**src/rtl/i2c_cmd_arbiter_if.sv**
```systemverilog
// Requester and I2C-master signal bundle for i2c_cmd_arbiter.
// slave = arbiter side, master = requester/I2C-master side.
interface i2c_cmd_arbiter_if #(
  parameter int N_REQ = 4
);
  logic [N_REQ-1:0]    req;
  logic [32*N_REQ-1:0] req_cmd;
  logic [N_REQ-1:0]    gnt;
  logic [N_REQ-1:0]    done;
  logic                err;
  logic [1:0]          err_code;
  logic [31:0]         control_reg;
  logic                i2c_busy;
  logic                i2c_ack_error;
  logic                arb_busy;

  modport slave (
    input  req,
    input  req_cmd,
    input  i2c_busy,
    input  i2c_ack_error,
    output gnt,
    output done,
    output err,
    output err_code,
    output control_reg,
    output arb_busy
  );

  modport master (
    output req,
    output req_cmd,
    output i2c_busy,
    output i2c_ack_error,
    input  gnt,
    input  done,
    input  err,
    input  err_code,
    input  control_reg,
    input  arb_busy
  );
endinterface

```
**src/rtl/i2c_cmd_arbiter.sv**
```systemverilog
// Round-robin arbiter sharing one I2C master between N requesters.
// Launches each latched command with a clean 0->1 edge on bit 17.
module i2c_cmd_arbiter #(
  parameter int N_REQ        = 4,
  parameter int BUSY_WAIT    = 2048,
  parameter int XFER_TIMEOUT = 2000000,
  parameter int PTR_W        = 2
) (
  input  logic            clk,
  input  logic            reset,
  i2c_cmd_arbiter_if.slave bus
);

  localparam int CNT_MAX =
    (BUSY_WAIT > XFER_TIMEOUT) ? BUSY_WAIT : XFER_TIMEOUT;
  localparam int CNT_W = $clog2(CNT_MAX + 1);

  localparam logic [CNT_W-1:0] BW_LAST = CNT_W'(BUSY_WAIT - 1);
  localparam logic [CNT_W-1:0] XT_LAST = CNT_W'(XFER_TIMEOUT - 1);
  localparam logic [CNT_W-1:0] CNT_SAT = '1;

  localparam logic [PTR_W:0]   NR      = (PTR_W + 1)'(N_REQ);
  localparam logic [PTR_W-1:0] PTR_RST = PTR_W'(N_REQ - 1);

  localparam int          START_BIT  = 17;
  localparam logic [31:0] START_MASK = 32'h0002_0000;

  localparam logic [2:0] S_IDLE   = 3'd0;
  localparam logic [2:0] S_GRANT  = 3'd1;
  localparam logic [2:0] S_LOAD   = 3'd2;
  localparam logic [2:0] S_LAUNCH = 3'd3;
  localparam logic [2:0] S_RUN    = 3'd4;
  localparam logic [2:0] S_FINISH = 3'd5;

  localparam logic [1:0] E_OK    = 2'b00;
  localparam logic [1:0] E_NACK  = 2'b01;
  localparam logic [1:0] E_START = 2'b10;
  localparam logic [1:0] E_XFER  = 2'b11;

  logic [2:0]       state;
  logic [2:0]       state_n;
  logic [PTR_W-1:0] ptr;
  logic [31:0]      cmd_r;
  logic [CNT_W-1:0] cnt;
  logic [CNT_W-1:0] cnt_inc;
  logic             nack;
  logic [N_REQ-1:0] win_q;

  logic [N_REQ-1:0] gnt_q;
  logic [N_REQ-1:0] done_q;
  logic             err_q;
  logic [1:0]       code_q;
  logic [31:0]      ctl_q;
  logic             abusy_q;

  logic             win_hit;
  logic [PTR_W-1:0] win_idx;
  logic [PTR_W:0]   pos;
  logic [N_REQ-1:0] win_oh;
  logic [31:0]      win_cmd;

  logic             fin;
  logic [1:0]       fin_code;

  // Rotating search: first set req strictly after the last winner.
  always_comb begin
    win_hit = 1'b0;
    win_idx = '0;
    pos     = '0;
    for (int k = 1; k <= N_REQ; k++) begin
      pos = {1'b0, ptr} + (PTR_W + 1)'(k);
      if (pos >= NR) pos = pos - NR;
      if (!win_hit && bus.req[pos[PTR_W-1:0]]) begin
        win_hit = 1'b1;
        win_idx = pos[PTR_W-1:0];
      end
    end
  end

  always_comb begin
    win_oh  = '0;
    win_cmd = '0;
    for (int i = 0; i < N_REQ; i++) begin
      if (win_idx == PTR_W'(i)) begin
        win_oh[i] = win_hit;
        win_cmd   = bus.req_cmd[32*i +: 32];
      end
    end
  end

  assign cnt_inc = (cnt == CNT_SAT) ? cnt : cnt + 1'b1;

  always_comb begin
    state_n  = state;
    fin      = 1'b0;
    fin_code = E_OK;
    unique case (state)
      S_IDLE: begin
        if (|bus.req) state_n = S_GRANT;
      end
      S_GRANT: begin
        state_n = win_hit ? S_LOAD : S_IDLE;
      end
      S_LOAD: begin
        state_n = S_LAUNCH;
      end
      S_LAUNCH: begin
        if (bus.i2c_busy) begin
          state_n = S_RUN;
        end else if (cnt >= BW_LAST) begin
          fin      = 1'b1;
          fin_code = E_START;
        end
      end
      S_RUN: begin
        if (!bus.i2c_busy) begin
          fin      = 1'b1;
          fin_code = nack ? E_NACK : E_OK;
        end else if (cnt >= XT_LAST) begin
          fin      = 1'b1;
          fin_code = E_XFER;
        end
      end
      S_FINISH: begin
        state_n = S_IDLE;
      end
      default: begin
        state_n = S_IDLE;
      end
    endcase
    if (fin) state_n = S_FINISH;
  end

  always_ff @(posedge clk) begin
    if (reset) begin
      state   <= S_IDLE;
      ptr     <= PTR_RST;
      cmd_r   <= '0;
      cnt     <= '0;
      nack    <= 1'b0;
      win_q   <= '0;
      gnt_q   <= '0;
      done_q  <= '0;
      err_q   <= 1'b0;
      code_q  <= E_OK;
      ctl_q   <= '0;
      abusy_q <= 1'b0;
    end else begin
      state  <= state_n;
      gnt_q  <= '0;
      done_q <= '0;
      unique case (state)
        S_GRANT: begin
          if (win_hit) begin
            gnt_q   <= win_oh;
            win_q   <= win_oh;
            ptr     <= win_idx;
            cmd_r   <= win_cmd & ~START_MASK;
            ctl_q   <= win_cmd & ~START_MASK;
            abusy_q <= 1'b1;
          end
        end
        S_LOAD: begin
          cnt   <= '0;
          nack  <= 1'b0;
          ctl_q <= cmd_r | START_MASK;
        end
        S_LAUNCH: begin
          cnt <= bus.i2c_busy ? '0 : cnt_inc;
        end
        S_RUN: begin
          cnt <= cnt_inc;
          if (bus.i2c_ack_error) nack <= 1'b1;
        end
        S_FINISH: begin
          abusy_q <= 1'b0;
        end
        default: begin
        end
      endcase
      // Drop the start bit; the rest of the command word holds.
      if (fin) begin
        ctl_q[START_BIT] <= 1'b0;
        done_q           <= win_q;
        err_q            <= |fin_code;
        code_q           <= fin_code;
      end
    end
  end

  assign bus.gnt         = gnt_q;
  assign bus.done        = done_q;
  assign bus.err         = err_q;
  assign bus.err_code    = code_q;
  assign bus.control_reg = ctl_q;
  assign bus.arb_busy    = abusy_q;

endmodule

```
**src/flat_wrapper.sv**
```systemverilog
// flat-port wrapper written by rule: the top's interface ports become plain ports
module i2c_cmd_arbiter_flat 
#(
  parameter int N_REQ        = 4,
  parameter int BUSY_WAIT    = 2048,
  parameter int XFER_TIMEOUT = 2000000,
  parameter int PTR_W        = 2
)
  (clk, reset, bus_req, bus_req_cmd, bus_i2c_busy, bus_i2c_ack_error, bus_gnt, bus_done, bus_err, bus_err_code, bus_control_reg, bus_arb_busy);
  i2c_cmd_arbiter_if #(.N_REQ(N_REQ)) bus_i ();
  input  logic clk;
  input  logic reset;
  input wire logic [$bits(bus_i.req)-1:0] bus_req;
  input wire logic [$bits(bus_i.req_cmd)-1:0] bus_req_cmd;
  input wire logic [$bits(bus_i.i2c_busy)-1:0] bus_i2c_busy;
  input wire logic [$bits(bus_i.i2c_ack_error)-1:0] bus_i2c_ack_error;
  output wire logic [$bits(bus_i.gnt)-1:0] bus_gnt;
  output wire logic [$bits(bus_i.done)-1:0] bus_done;
  output wire logic [$bits(bus_i.err)-1:0] bus_err;
  output wire logic [$bits(bus_i.err_code)-1:0] bus_err_code;
  output wire logic [$bits(bus_i.control_reg)-1:0] bus_control_reg;
  output wire logic [$bits(bus_i.arb_busy)-1:0] bus_arb_busy;
  assign bus_i.req = bus_req;
  assign bus_i.req_cmd = bus_req_cmd;
  assign bus_i.i2c_busy = bus_i2c_busy;
  assign bus_i.i2c_ack_error = bus_i2c_ack_error;
  assign bus_gnt = bus_i.gnt;
  assign bus_done = bus_i.done;
  assign bus_err = bus_i.err;
  assign bus_err_code = bus_i.err_code;
  assign bus_control_reg = bus_i.control_reg;
  assign bus_arb_busy = bus_i.arb_busy;
  i2c_cmd_arbiter #(.N_REQ(N_REQ), .BUSY_WAIT(BUSY_WAIT), .XFER_TIMEOUT(XFER_TIMEOUT), .PTR_W(PTR_W)) u_core (.clk(clk), .reset(reset), .bus(bus_i));
endmodule
```
**config.mk**
```make
export PLATFORM = sky130hd
export DESIGN_NAME = i2c_cmd_arbiter_flat
export DESIGN_NICKNAME = d
export VERILOG_FILES = /design/src/rtl/i2c_cmd_arbiter_if.sv /design/src/rtl/i2c_cmd_arbiter.sv /design/src/flat_wrapper.sv
export SDC_FILE = /design/constraint.sdc
export NUM_CORES = 1
export LEC_CHECK = 0
export BUFFER_PORTS_ARGS = -buffer_cell sky130_fd_sc_hd__buf_4
export CAP_MARGIN = 40
export CELL_PAD_IN_SITES_DETAIL_PLACEMENT = 1
export CELL_PAD_IN_SITES_GLOBAL_PLACEMENT = 1
export CORE_MARGIN = 1.5
export CORE_UTILIZATION = 25
export CTS_BUF_LIST = sky130_fd_sc_hd__clkbuf_4 sky130_fd_sc_hd__clkbuf_8 sky130_fd_sc_hd__clkbuf_16
export DETAILED_ROUTE_END_ITERATION = 10
export PLACE_DENSITY_LB_ADDON = 0.1
export SYNTH_ARGS = -nofsm -noshare
export SYNTH_HDL_FRONTEND = slang
export SYNTH_SLANG_ARGS = --single-unit
export TNS_END_PERCENT = 1
```
**constraint.sdc**
```tcl
create_clock -name clk -period 2.3 [get_ports clk]
set_input_delay 0.23 -clock clk [delete_from_list [all_inputs] [get_ports clk]]
set_output_delay 0.23 -clock clk [all_outputs]
set_load 0.01 [all_outputs]
```
==> metrics.cfg <==
[sta]
relSlewSlack_pct=61.4
setup_violations=0
rsz0062_at_grt=false
worst_slew_pin_slew_ns=0.574
fin_crit_sh_pct=90.4
finalSetupTns_ns=0
hold_viol=0
slew_viol_final=0
setup_slack_ns=0.220
fin_crit_ns=2.08
fmax_mhz=481
finClkSkew_ns=0.00551

[drt]
drt-total-wl_mm=18.4
antenna_left=0
detail_route.iter0.violations=179
firstDrtPassIters=4
num_vias=5416
vias_per_cell=5.14
wl_per_cell_um=17.5
route.detailed.drc=0

[worst_setup_path]
cp.arrival_ns=2.36
cp-end-kind=flop
crit_type=flop to flop
crit_required_ns=2.58
crit_fanout=11
startpoint_type=flop

[final_layout]
finalNetCount=910
insertedDiodeCount=0
drive_above_1_share_pct=30.8
fill_cells=2478
largest_register_ffs=32
area_delta_synth_final_pct=40.1

[clock_network]
cts_buffers=9
cts_max_level=3
cts_sinks=106
cts_resized=0
cts_tree=built
cts.clk_slew.worst_paths_ns=0.07
insertion_delay_ns=0.35
cts_root_buf=clkbuf_16
clock_path_buffers=2
post-cts-setup-buffers=0
cts_hold_buf=0

[synth]
syn_nets=743
synth_ff_type=dfxtp_1
post_synth.cell_area_avg_um2=8.77
synth_top_area_share_pct=39.9
seq_area_frac_synth_pct=39.9
synth_top_area_cell=dfxtp_1
synthDistinctLibCells=56
ys_warn_count=0
synth_top_cells_by_area=dfxtp_1 (40%), mux2i_1 (12%), o221ai_1 (10%), nand2_1 (8.0%), o2bb2ai_1 (5.1%)
ys_async_sr_fraction_pct=0
netlist_area_um2=5310
synth_common_cells=nand2_1 (113), dfxtp_1 (106), mux2i_1 (64)
synth_cells=606
synth_edf_count=0
yosysMostFrequentCell=nand2_1
synth_seq_cells=106

[floorplan]
die_y_um=149
rows=53
coreArea_um2=21000
initial_core_util_pct=25.4
io_pins=180
fp.dieW_um=149
dieArea_um2=22100

[pwr]
powerDensity_nw_per_um2=674
irDropWorstVdd_mv=0.310
p_leak_nw=3.02

[placed_design]
port_buffers=175
gp_congestion=0.765
place_ws_ns=0.161
place_hpwl_mm=13.3

[grt]
grt_start_max_net_pins=64
antenna_found_initial=0
grt_pass1_vias=5650
grt_overflow=0
grt_usage_pct=16.7
grt_pass1_wl_mm=28.9

[worst_hold_path]
hold_path.class=input port to flop

[flow_run]
maxCapViolCount=0

[status]
status=complete, no violations

[per-stage QoR]
stage | utilization (%) | area [µm²] | power, mW | hold WS (ns) | instances
finish | 35.5 | 7440 | 5.02 | 0.174 | 1053
CTS | 35.4 | 7420 | 5.07 | 0.166 | 1051
global placement | 33.9 | 7100 | 3.35 | 0.444 | 1035
global route | 35.5 | 7440 | 5.28 | 0.171 | 1053
floorplan | - | 5310 | 2.77 | 0.427 | 606
detailed placement | 33.9 | 7100 | 3.40 | 0.450 | 1035
[layout make-up]
cell class | instances | area (µm²) | area share (%)
Inverter | 7 | 26.3 | 0.353
Multi-Input combinational cell | 446 | 3010 | 40.4
Tap cell | 275 | 344 | 4.62
Clock buffer | 13 | 274 | 3.68
Clock inverter | 3 | 46.3 | 0.622
Sequential cell | 106 | 2120 | 28.5
Timing Repair Buffer | 203 | 1620 | 21.8
[per-layer routing]
layer | global-route usage, % | part of all wire (%) | vias up
met4 | 5.40 | 1.7 | 0
met5 | 0 | 0 | -
met3 | 3.49 | 4.8 | 19
li1 | - | - | 2634
met2 | 28.3 | 49 | 122
met1 | 21.1 | 45 | 2641
[power by group]
group	total [mW]	switching [mW]	internal, mW
logic	1.25	0.642	0.605
registers	2.10	0.103	2.00
clock network	1.67	0.721	0.950
[cell families (layout without fill, tap and decap cells)]
kind of cell               Yosys count  in the layout  synth area share (%)
AOI/OAI and AO/OA                  163            163                  23.7
xor gates and xnor gates             3              3                 0.495
adders and majority gates            1              1                 0.235
buffers and inverters               54            226                  4.05
DFF                                106            106                  39.9
muxes                               64             64                  12.1
and+or+nand+nor                    215            215                  19.5
[critical path, stage by stage, from the launching register on]
cell and delay, ns:
dfxtp_1 0.55, and2b_1 0.28, o21ai_2 0.15, or3_1 0.51, or3_1 0.35, a21oi_1 0.16
[worst paths after layout]
kind	startpoint	end	slack [ns]	cells after the start
min reg2reg	u_core.win_q[0]	u_core.win_q[0]	0.45	2
min	reset	u_core.win_q[0]	0.17	2
max	u_core.state[1]	u_core.cnt[14]	0.22	5
max reg2reg	u_core.state[1]	u_core.cnt[14]	0.22	5
[cells in the final DEF (no fill, tap or decap), drive strengths merged, types with 2 or more instances in the layout]
cell,instances
a21boi,2
a21oi,23
a22oi,2
a31o,2
a31oi,4
and2,5
and3,3
and4,2
buf,203
clkbuf,13
dfxtp,106
inv,7
mux2i,64
nand2,113
nand2b,10
nand3,11
nand3b,2
nand4,5
nor2,24
nor3,8
nor3b,2
nor4,5
o211ai,3
o21a,2
o21ai,14
o221ai,62
o22ai,2
o2bb2ai,31
o31ai,8
or2,3
or3,6
or3b,3
or4,8
xor2,3
Note: power is estimated with default switching activity, not from simulation.
